$ cat config.mk
export PLATFORM = sky130hd
export DESIGN_NAME = debounce_input
export DESIGN_NICKNAME = d
export VERILOG_FILES = /design/src/rtl/debounce_input.sv
export SDC_FILE = /design/constraint.sdc
export NUM_CORES = 1
export LEC_CHECK = 0
export BUFFER_PORTS_ARGS = -buffer_cell sky130_fd_sc_hd__buf_4
export CAP_MARGIN = 20
export CORE_AREA = 2 2 39 41
export CTS_BUF_LIST = sky130_fd_sc_hd__clkbuf_8
export DETAILED_ROUTE_END_ITERATION = 7
export DIE_AREA = 0 0 41 43
export GPL_ROUTABILITY_DRIVEN = 0
export SLEW_MARGIN = 10
export SYNTH_ARGS = -nofsm -noshare
export SYNTH_HDL_FRONTEND = slang
export SYNTH_SLANG_ARGS = --single-unit
export TNS_END_PERCENT = 30
$ cat constraint.sdc
create_clock -name i_Clk -period 2.52 [get_ports i_Clk]
set_input_delay 0.504 -clock i_Clk [delete_from_list [all_inputs] [get_ports i_Clk]]
set_output_delay 0.504 -clock i_Clk [all_outputs]
set_load 0.01 [all_outputs]
$ cat src/rtl/debounce_input.sv
// Single-bit debouncer: two-flop synchronizer, consecutive-sample qualification
// window, and registered one-clock rise/fall strobes of the debounced level.
`timescale 1ns/100ps
module debounce_input #(
  parameter int unsigned DEBOUNCE_LIMIT = 10
) (
  input  logic i_Clk,
  input  logic i_Rst_n,
  input  logic i_Signal,
  output logic o_DebouncedSignal,
  output logic o_Rise,
  output logic o_Fall
);
  localparam int unsigned CW = $clog2(DEBOUNCE_LIMIT) + 1;
  localparam logic [CW-1:0] LAST = CW'(DEBOUNCE_LIMIT - 1);

  logic          sync1_q, sync2_q, state_q, rise_q, fall_q;
  logic          sync1_d, sync2_d, state_d, rise_d, fall_d;
  logic [CW-1:0] count_q, count_d;

  always_comb begin
    sync1_d = i_Signal;
    sync2_d = sync1_q;
    state_d = state_q;
    count_d = '0;
    rise_d  = 1'b0;
    fall_d  = 1'b0;
    // Any cycle agreeing with the current state restarts the window from zero
    if (sync2_q != state_q) begin
      if (count_q < LAST) begin
        count_d = count_q + CW'(1);
      end else begin
        state_d = sync2_q;
        rise_d  = sync2_q;
        fall_d  = ~sync2_q;
      end
    end
  end

  always_ff @(posedge i_Clk or negedge i_Rst_n) begin
    if (!i_Rst_n) begin
      sync1_q <= 1'b0;
      sync2_q <= 1'b0;
      state_q <= 1'b0;
      count_q <= '0;
      rise_q  <= 1'b0;
      fall_q  <= 1'b0;
    end else begin
      sync1_q <= sync1_d;
      sync2_q <= sync2_d;
      state_q <= state_d;
      count_q <= count_d;
      rise_q  <= rise_d;
      fall_q  <= fall_d;
    end
  end

  assign o_DebouncedSignal = state_q;
  assign o_Rise            = rise_q;
  assign o_Fall            = fall_q;

endmodule

## Word-level counts from Yosys, hierarchy flattened

Cells that the tools add are included.

| word-level totals | value |
|---|---|
| bits in registers | 10 |
| latch bits | 0 |
| bits in writable memories | 0 |
| memory bits (read-only) | 0 |
| input bits | 3 |
| logic and storage cells | 18 |
| memories kept | 0 |

| operators by class | value |
|---|---|
| add/subtract/negate cells | 1 |
| $mul | 0 |
| divide/modulo/power cells | 0 |
| $lt $le $gt $ge | 1 |
| equal/unequal tests | 1 |
| shift-type cells | 0 |
| muxes and demuxes | 6 |
| bitwise operators | 2 |
| reductions and logical operators | 1 |

Operators by type and width:

| operator | number |
|---|---|
| $mux W5 | 2 |
| $add A5 B1 Y5 const B | 1 |
| $lt A5 B4 Y1 const B | 1 |
| $mux W1 | 4 |
| $not A1 Y1 | 2 |
| $reduce_and A2 Y1 | 1 |
| $ne A1 B1 Y1 | 1 |

## Longest topological paths before layout

Gate-level depths: netlist of the first run.

| depth | value |
|---|---|
| depth after elaboration | 3 |
| mapped depth | 3 |
| depth with buffers taken out | 3 |

## Worst setup path after synthesis of the first run

OpenSTA, ideal clock, no wires.

| path | value |
|---|---|
| kind | reg-to-reg |
| from | reg count_q[4] |
| to | reg state_q, in the netlist o_DebouncedSignal |
| library setup time | 0.125 ns |
| arrival | 1.100 ns |
| required time | 2.395 ns |
| setup slack | 1.295 ns |
| cell stages (with the launch flop) | 4 |
| buffers on the path | 0 |
| period minus slack after synthesis | 1.225 ns |
| cell sequence | dfrtp_1 -> nor4_2 -> or2_4 -> mux2_4 |

| on the way | value |
|---|---|
| cells in the longest elaborated chain, start to end | 3 |

RTL lines:

| item | line | text |
|---|---|---|
| start: declaration | 19 | `logic [CW-1:0] count_q, count_d;` |
| start signal: assignment | 52 | `count_q <= count_d;` |
| $lt A5 B4 Y1 | 30 | `if (count_q < LAST) begin` |
| $not A1 Y1 (no line) | n/a |  |
| $reduce_and A2 Y1 (no line) | n/a |  |
| end signal: assignment | 51 | `state_q <= state_d;` |
| end: declaration | 17 | `logic sync1_q, sync2_q, state_q, rise_q, fall_q;` |

Every way passes these cells.
A chain may end at the register's enable or synchronous reset.

## Worst setup path after layout of the first run

| path | value |
|---|---|
| from | reg count_q[1] |
| to | reg state_q, in the netlist o_DebouncedSignal |

The elaborated chain is that of the path after synthesis.

==> results of run 1 <==
## power groups by stage
stage	logic, mW	clock network, mW	registers, mW
finish	0.107	0.159	0.227
CTS	0.110	0.164	0.228
global placement	0.101	0	0.224
global route	0.124	0.172	0.232
floorplan	0.0633	0	0.227
detailed placement	0.107	0	0.229
## stage by stage
stage / total power [mW] / setup slack, ps / util [%]
after floorplan: 0.2900 / 1295 / -
after global placement: 0.3243 / 1251 / 31.37
after detailed placement: 0.3369 / 1186 / 31.37
after CTS: 0.5011 / 1172 / 34.36
after global routing: 0.5282 / 1131 / 34.36
final: 0.4939 / 1186 / 34.36
## cells in the final DEF, fill, tap and decap left out, types with 2 or more instances in the layout
| cell type | n |
|---|---|
| buf_4 | 5 |
| clkbuf_8 | 3 |
| dfrtp_1 | 10 |
| nor2_1 | 4 |
| nor3b_1 | 2 |
| xor2_1 | 2 |
## worst reg2reg max path, stage by stage, from the launching register on
cell and delay (ps):
dfrtp_1 410, nor4_2 320, or2_4 200, mux2_4 290
## routing by layer
metal  vias up  wire length (µm)
met1       108               238
met3         2                39
li1        106                 -
met4         0                15
met2         8               341
met5         -                 0
## cells in the mapped netlist
library cell	count
or2_4	1
nor2_1	4
dfrtp_1	10
xor2_1	2
ha_1	1
xnor2_1	1
nor3b_1	2
mux2_4	1
nor4_2	1
and3_2	1
conb_1	1
o21ai_0	1
nand3_1	1
## cell families after synthesis
| family | Yosys count | share of synthesized area [%] |
|---|---|---|
| and+or+nand+nor | 10 | 16.94 |
| AOI/OAI and AO/OA | 1 | 1.328 |
| xor gates and xnor gates | 3 | 6.978 |
| DFF | 10 | 66.45 |
| muxes | 1 | 3.986 |
| adders and majority gates | 1 | 3.322 |
| other | 1 | 0.9957 |
## worst paths after layout
path                       startpoint                 to  cells past startpoint
hold reg to reg               sync1_q            sync2_q                      0
hold / removal                i_Rst_n  o_DebouncedSignal                      1
max in group asynchronous     i_Rst_n         count_q[2]                      1
setup / recovery           count_q[1]  o_DebouncedSignal                      3
min in group i_Clk            sync1_q            sync2_q                      0
setup reg to reg           count_q[1]  o_DebouncedSignal                      3
## flip-flops by register name (all words and copies together) (netlist names)
register	cells
count_q	5
o_Rise	1
o_DebouncedSignal	1
sync1_q	1
o_Fall	1
sync2_q	1
## final cells by class
class / count / share of cell area [%]
flip-flops and latches: 10 / 52.63
repair buffers: 5 / 7.895
multi-input cells: 17 / 26.58
clock buffers: 3 / 8.684
well taps: 16 / 4.211
==> results.yml, run 1 <==
run_status:
  status: "finished, final reports clean"
floorplanning:
  io-pin-count: 6
  chipHeight_um: 43
  start_util_pct: 27.22
  core_area_um2: 1384
  dieArea_um2: 1763
  die_x_um: 41
  rows: 14
timing:
  finalCriticalPeriod_ps: 1334
  finalMaxSlewViolations: 0
  holdWs_ps: 86.36
  final-setup-viol-count: 0
  rsz0062_at_grt: "no"
  timing_hold_violations_final: 0
  fin_skew_ps: 2.050
  timing.fmax_mhz: 749.8
  finalCritPeriodShare_pct: 52.92
  fin_setup_tns_ps: 0
worst_setup_path:
  path_class: "flip-flop to flip-flop"
  crit_path_max_incr_delay_ps: 410
  worst-path-max-fanout: 4
  crit_buf_inv: 0
  cp.arrival_ps: 1450
  r2r_slack_ps: 1190
  endpoint_kind: "flip-flop"
  worstPathCellList: "nor4_2 -> or2_4 -> mux2_4"
  cp_slowest_cell: "dfrtp_1"
  cpLargestDelayFamily: "simple AND/OR/NAND/NOR gates"
  startpoint_type: "flip-flop"
  required_ps: 2640
clock_network:
  cts.root.buffer_cell: "clkbuf_8"
  postCtsHoldBufs: 0
  cts_buffers: 3
  ctsResizeCount: 0
  htree_num_levels: 1
  post_cts_buffers: 0
  clk_pin_slew_worst_paths_ps: 40
  cts.sinks: 10
  clockBufferDepth: 2
  cts_tree: "done"
  worstSkewPairLatency_ps: 230
cells_and_area:
  nNetsFinal: 41
  antenna_cells: 0
  final_cells: 51
  fillers: 129
  multi_input_area_um2: 126.4
  area_delta_synth_final_pct: 26.25
  seqCellArea_um2: 250.2
  fin_area_um2: 475.5
  drive_above_1_share_pct: 34.29
power:
  p_leak_nw: 0.2278
  sw_frac_of_total_pct: 27.99
  intPower_mw: 0.3557
  powerDensity_nw_per_um2: 1039
  p_seq_share_pct: 46.1
  ir_worst_vdd_v: 0.0003826
  pwr-share-clk_pct: 32.3
  pwr-share-comb_pct: 21.7
  switching_power_mw: 0.1382
synth:
  yosysUniqueCellTypes: 13
  avgSynthCellArea_um2: 13.95
  synthTopCellsByArea: "dfrtp_1 (66%), xor2_1 (4.7%), mux2_4 (4.0%)"
  synth_seq_cells: 10
  netlist.top_cell.by_area: "dfrtp_1"
  netlist_instances: 27
  synth_top_area_share_pct: 66.45
  syn-num-nets: 31
  yosysWarnings: 0
  syn_area_um2: 376.6
  synth_seq_area_share_pct: 66.45
global_routing:
  grt_util_met2_pct: 14.06
  globalRouteOverflowTotal: 0
  track_usage_pct: 11.07
  grt_pass1_wl_um: 1117
  grtUsageMet1_pct: 11.68
  grt_antenna_before_repair: 0
  grt_use_met3_pct: 5.759
  grt_pass1_vias: 257
  grt_busiest_layer: "met2"
  grt_max_degree: 11
detailed_routing:
  drc_errors: 0
  vias: 224
  avgRoutedWirePerCell_um: 12.45
  routed_via_density: 4.392
  drtIter0Drc: 2
  dr.pass1.iters: 4
  routed_wl_um: 635
  ant_nets: 0
placement:
  hpwlAfterDp_um: 482
  place_area_um2: 434.2
  dpl.cell_count: 48
  port_buffers: 5
hold_path:
  hold_class: "input port to async pin"
run:
  max_cap_violations: 0
Note: power is estimated with default switching activity, not from simulation.
==> inputs of run 2 (changes only) <==
clock period = 1.2 ns   (was 2.52 ns; I/O delays follow)
==> results.yml, run 2 (synthesized netlist as in run 1, its figures left out) <==
floorplanning:
  rows: 14
  dieArea_um2: 1763
  chipHeight_um: 43
  io-pin-count: 6
  start_util_pct: 27.22
  core_area_um2: 1384
  die_x_um: 41
placement:
  place_area_um2: 464.2
  hpwlAfterDp_um: 568.6
  dpl.cell_count: 52
  port_buffers: 5
detailed_routing:
  routed_via_density: 4.569
  vias: 265
  drtIter0Drc: 9
  dr.pass1.iters: 4
  drc_errors: 0
  routed_wl_um: 771
  ant_nets: 0
  avgRoutedWirePerCell_um: 13.29
cells_and_area:
  final_cell_mix: "dfrtp_1 (10), buf_4 (10), nor2_1 (4), clkbuf_8 (4)"
  largest_register: "count_q"
  area_delta_synth_final_pct: 42.53
  final_cells: 58
  fin_area_um2: 536.8
  largest_reg_flops: 5
  nNetsFinal: 47
  fin_util_pct: 38.79
  antenna_cells: 0
  drive_above_1_share_pct: 42.86
worst_setup_path:
  cp.arrival_ps: 1400
  endpoint_kind: "flip-flop"
  startpoint_type: "flip-flop"
  worst-path-max-fanout: 2
  cpLargestDelayFamily: "simple AND/OR/NAND/NOR gates"
  r2r_slack_ps: -80
  cp_slowest_cell: "dfrtp_1"
  crit_buf_inv: 0
  path_class: "flip-flop to flip-flop"
  worstPathCellList: "nor4_2 -> or2_4 -> mux2_4"
  crit_path_max_incr_delay_ps: 380
  required_ps: 1320
clock_network:
  clockBufferDepth: 2
  worstSkewPairLatency_ps: 240
  cts_tree: "done"
  cts.root.buffer_cell: "clkbuf_8"
  cts.sinks: 10
  htree_num_levels: 1
  clk_pin_slew_worst_paths_ps: 50
  cts_buffers: 3
global_routing:
  globalRouteOverflowTotal: 0
  grt_antenna_before_repair: 0
  grt_pass1_wl_um: 1193
  track_usage_pct: 11.57
  grt_pass1_vias: 276
  grt_max_degree: 11
timing:
  finalCritPeriodShare_pct: 106.7
  finalCriticalPeriod_ps: 1281
  timing.fmax_mhz: 780.7
  fin_setup_tns_ps: -86.91
  fin_skew_ps: 0.2914
  finalMaxSlewViolations: 0
  final-setup-viol-count: 2
  rsz0062_at_grt: "yes"
  timing_hold_violations_final: 0
  setup_ws_ps: -80.96
  holdWs_ps: 107.0
power:
  powerDensity_nw_per_um2: 2282
  pwr-share-comb_pct: 27.9
  pwr-share-clk_pct: 34.4
  p_seq_share_pct: 37.7
  p_leak_nw: 0.2645
  ir_worst_vdd_v: 0.001075
  switching_power_mw: 0.3316
  sw_frac_of_total_pct: 27.07
  intPower_mw: 0.8934
run_status:
  violations: "negative setup slack"
  status: "complete, but fails checks"
run:
  max_cap_violations: 0
hold_path:
  hold_class: "input port to flip-flop"
==> run 2: power groups by stage <==
stage	clock, mW	combinational (mW)	sequential [mW]
final	0.421	0.342	0.462
after global routing	0.453	0.365	0.470
after CTS	0.434	0.323	0.460
after detailed placement	0	0.315	0.465
after global placement	0	0.291	0.457
after floorplan	0	0.133	0.476
==> run 2: cell type report <==
cell class              instances  area, µm²
repair buffers                 11      85.08
flip-flops and latches         10      250.2
well taps                      16      20.02
fillers                       122      847.1
clock buffers                   4      55.05
multi-input cells              17      126.4
==> run 2: path summary, 6_finish.rpt <==
path	to	startpoint	cells after the start
worst max-delay path	o_DebouncedSignal	count_q[4]	3
worst min-delay path	sync1_q	i_Signal	1
worst max register to register	o_DebouncedSignal	count_q[4]	3
worst min register to register	sync2_q	sync1_q	0
max in group asynchronous	o_DebouncedSignal	i_Rst_n	2
min in group asynchronous	count_q[0]	i_Rst_n	2
==> run 2: timing repair <==
item	in CTS	in global routing
hold endpoints to repair	10	0
pin swaps	1	1
endpoints found under the setup margin	1	2
buffers inserted	0	1
hold buffers	1	0
gates resized for setup	0	1
==> run 2: layer usage <==
metal / GRT usage [%] / share of wire (%) / vias up
li1: - / - / 117
met1: 9.932 / 36 / 134
met2: 17.50 / 53 / 11
met3: 6.806 / 7.9 / 3
met4: 10.00 / 3.0 / 0
met5: 0 / 0 / -
==> run 2: metrics by stage <==
step | worst slack (ps) | total power, mW
after detailed placement | -54.31 | 0.7798
after global placement | -55.29 | 0.7482
after CTS | -60.53 | 1.217
final | -80.96 | 1.225
after floorplan | -21.08 | 0.6087
after global routing | -127.7 | 1.288
==> inputs of run 3 (changes only) <==
ABC_AREA = 1   (was default)
GPL_TIMING_DRIVEN = 0   (was default)
==> results.yml, run 3 <==
run_status:
  status: "finished, final reports clean"
synth:
  synth_edf_count: 0
  syn_area_um2: 399.1
  syn-num-nets: 45
  netlist.top_cell.by_area: "dfrtp_1"
  synthTopCellsByArea: "dfrtp_1 (63%), nand2_1 (6.6%), nor2_1 (6.6%)"
  avgSynthCellArea_um2: 9.735
  synth_seq_cells: 10
  netlist_instances: 41
  synth_top_area_share_pct: 62.70
  synth.most_common_cell: "dfrtp_1"
  synth_common_cells: "dfrtp_1 (10), nand2_1 (7), nor2_1 (7)"
  synth_seq_area_share_pct: 62.70
  async_flop_share_pct: 100.0
  yosysUniqueCellTypes: 12
  synth_ff_type: "dfrtp_1"
  yosysWarnings: 0
floorplanning:
  core_area_um2: 1384
  start_util_pct: 28.84
  die_x_um: 41
  rows: 14
  chipHeight_um: 43
  dieArea_um2: 1763
  io-pin-count: 6
power:
  ir_worst_vdd_v: 0.001046
  pwr-share-comb_pct: 7.2
  powerDensity_nw_per_um2: 1612
  p_leak_nw: 0.2811
  sw_frac_of_total_pct: 20.52
  pwr-share-clk_pct: 49.7
  intPower_mw: 0.6687
  switching_power_mw: 0.1726
  p_seq_share_pct: 43.2
hold_path:
  hold_class: "input port to flip-flop"
timing:
  finalCriticalPeriod_ps: 1030
  timing.fmax_mhz: 971.3
  timing_hold_violations_final: 0
  holdWs_ps: 108.8
  finalCritPeriodShare_pct: 85.80
  rsz0062_at_grt: "no"
  fin_setup_tns_ps: 0
  fin_skew_ps: 0.8340
  finalMaxSlewViolations: 0
  final-setup-viol-count: 0
detailed_routing:
  routed_wl_um: 576
  drtIter0Drc: 2
  avgRoutedWirePerCell_um: 8.597
  drc_errors: 0
  dr.pass1.iters: 4
  vias: 264
  routed_via_density: 3.940
  ant_nets: 0
clock_network:
  post_cts_buffers: 0
  ctsResizeCount: 0
  cts.sinks: 10
  clk_pin_slew_worst_paths_ps: 50
  clockBufferDepth: 2
  htree_num_levels: 1
  worstSkewPairLatency_ps: 240
  cts_buffers: 3
  cts_tree: "done"
  cts.root.buffer_cell: "clkbuf_8"
worst_setup_path:
  crit_buf_inv: 1
  startpoint_type: "flip-flop"
  cpLargestDelayFamily: "flip-flops"
  worstPathCellList: "buf_4"
  crit_path_max_incr_delay_ps: 400
  required_ps: 960
  cp.arrival_ps: 790
  endpoint_kind: "primary output"
  worst-path-max-fanout: 4
  path_class: "flip-flop to primary output"
  cp_slowest_cell: "dfrtp_1"
global_routing:
  track_usage_pct: 9.165
  grt_max_degree: 11
  grt_pass1_vias: 248
  globalRouteOverflowTotal: 0
  grt_antenna_before_repair: 0
  grt_pass1_wl_um: 938
cells_and_area:
  largest_reg_flops: 5
  seqCellArea_um2: 250.2
  area_delta_synth_final_pct: 30.72
  final_cells: 67
  fillers: 137
  largest_register: "count_q"
  antenna_cells: 0
  final_cell_mix: "dfrtp_1 (10), nor2_1 (7), nand2_1 (7)"
  drive_above_1_share_pct: 31.37
  multi_input_area_um2: 122.6
  nNetsFinal: 56
  mostFrequentLayoutCell: "dfrtp_1"
placement:
  port_buffers: 5
  dpl.cell_count: 62
  hpwlAfterDp_um: 400.6
run:
  max_cap_violations: 0
## run 3: per-stage QoR
step	total power, mW	util (%)	worst slack (ps)	area (µm²)
finish	0.8413	37.70	170.4	521.8
floorplan	0.4007	-	317.9	399.1
global placement	0.4259	33.00	287.4	456.7
global route	0.8823	37.70	127.8	521.8
CTS	0.8566	37.70	157.0	521.8
detailed placement	0.4282	33.00	270.5	456.7
## run 3: what timing repair did
item,CTS,global route
endpoints found under the setup margin,0,0
endpoints found under the hold margin,10,0
hold buffers,1,0
## run 3: kinds of logic after synthesis
logic type / count (synthesis) / share of synthesized area, %
xor gates and xnor gates: 1 / 2.195
adders and majority gates: 1 / 3.134
buffers and inverters: 7 / 6.584
DFF: 10 / 62.70
other: 1 / 0.9395
and+or+nand+nor: 21 / 24.45
## run 3: cell type report
| type | count | area share (%) |
|---|---|---|
| Sequential cell | 10 | 47.96 |
| Multi-Input combinational cell | 24 | 23.50 |
| Clock buffer | 4 | 10.55 |
| Timing Repair Buffer | 6 | 9.113 |
| Inverter | 7 | 5.036 |
| Tap cell | 16 | 3.837 |
## run 3: final timing paths
path	slack [ps]	cells after the start	to	from
max in group asynchronous	690	2	count_q[4]	i_Rst_n
hold reg to reg	350	0	sync2_q	sync1_q
hold / removal	110	1	sync1_q	i_Signal
setup reg to reg	270	5	count_q[0]	count_q[1]
min in group asynchronous	380	2	count_q[2]	i_Rst_n
setup / recovery	170	1	o_DebouncedSignal	o_DebouncedSignal
## run 3: power by group through the flow
stage | clock network (mW) | registers, mW | logic, mW
CTS | 0.431 | 0.363 | 0.0619
global route | 0.448 | 0.365 | 0.0694
finish | 0.418 | 0.363 | 0.0602
global placement | 0 | 0.368 | 0.0575
floorplan | 0 | 0.371 | 0.0300
detailed placement | 0 | 0.369 | 0.0591
## run 3: routing by layer
layer  GRT usage, %  wire (µm)  vias up  share of wire [%]
met1          8.754        252      114                 44
met2          11.56        242        7                 42
li1               -          -      139                  -
met3          3.141         34        4                5.9
met5              0          0        -                  0
met4          14.00         46        0                8.0
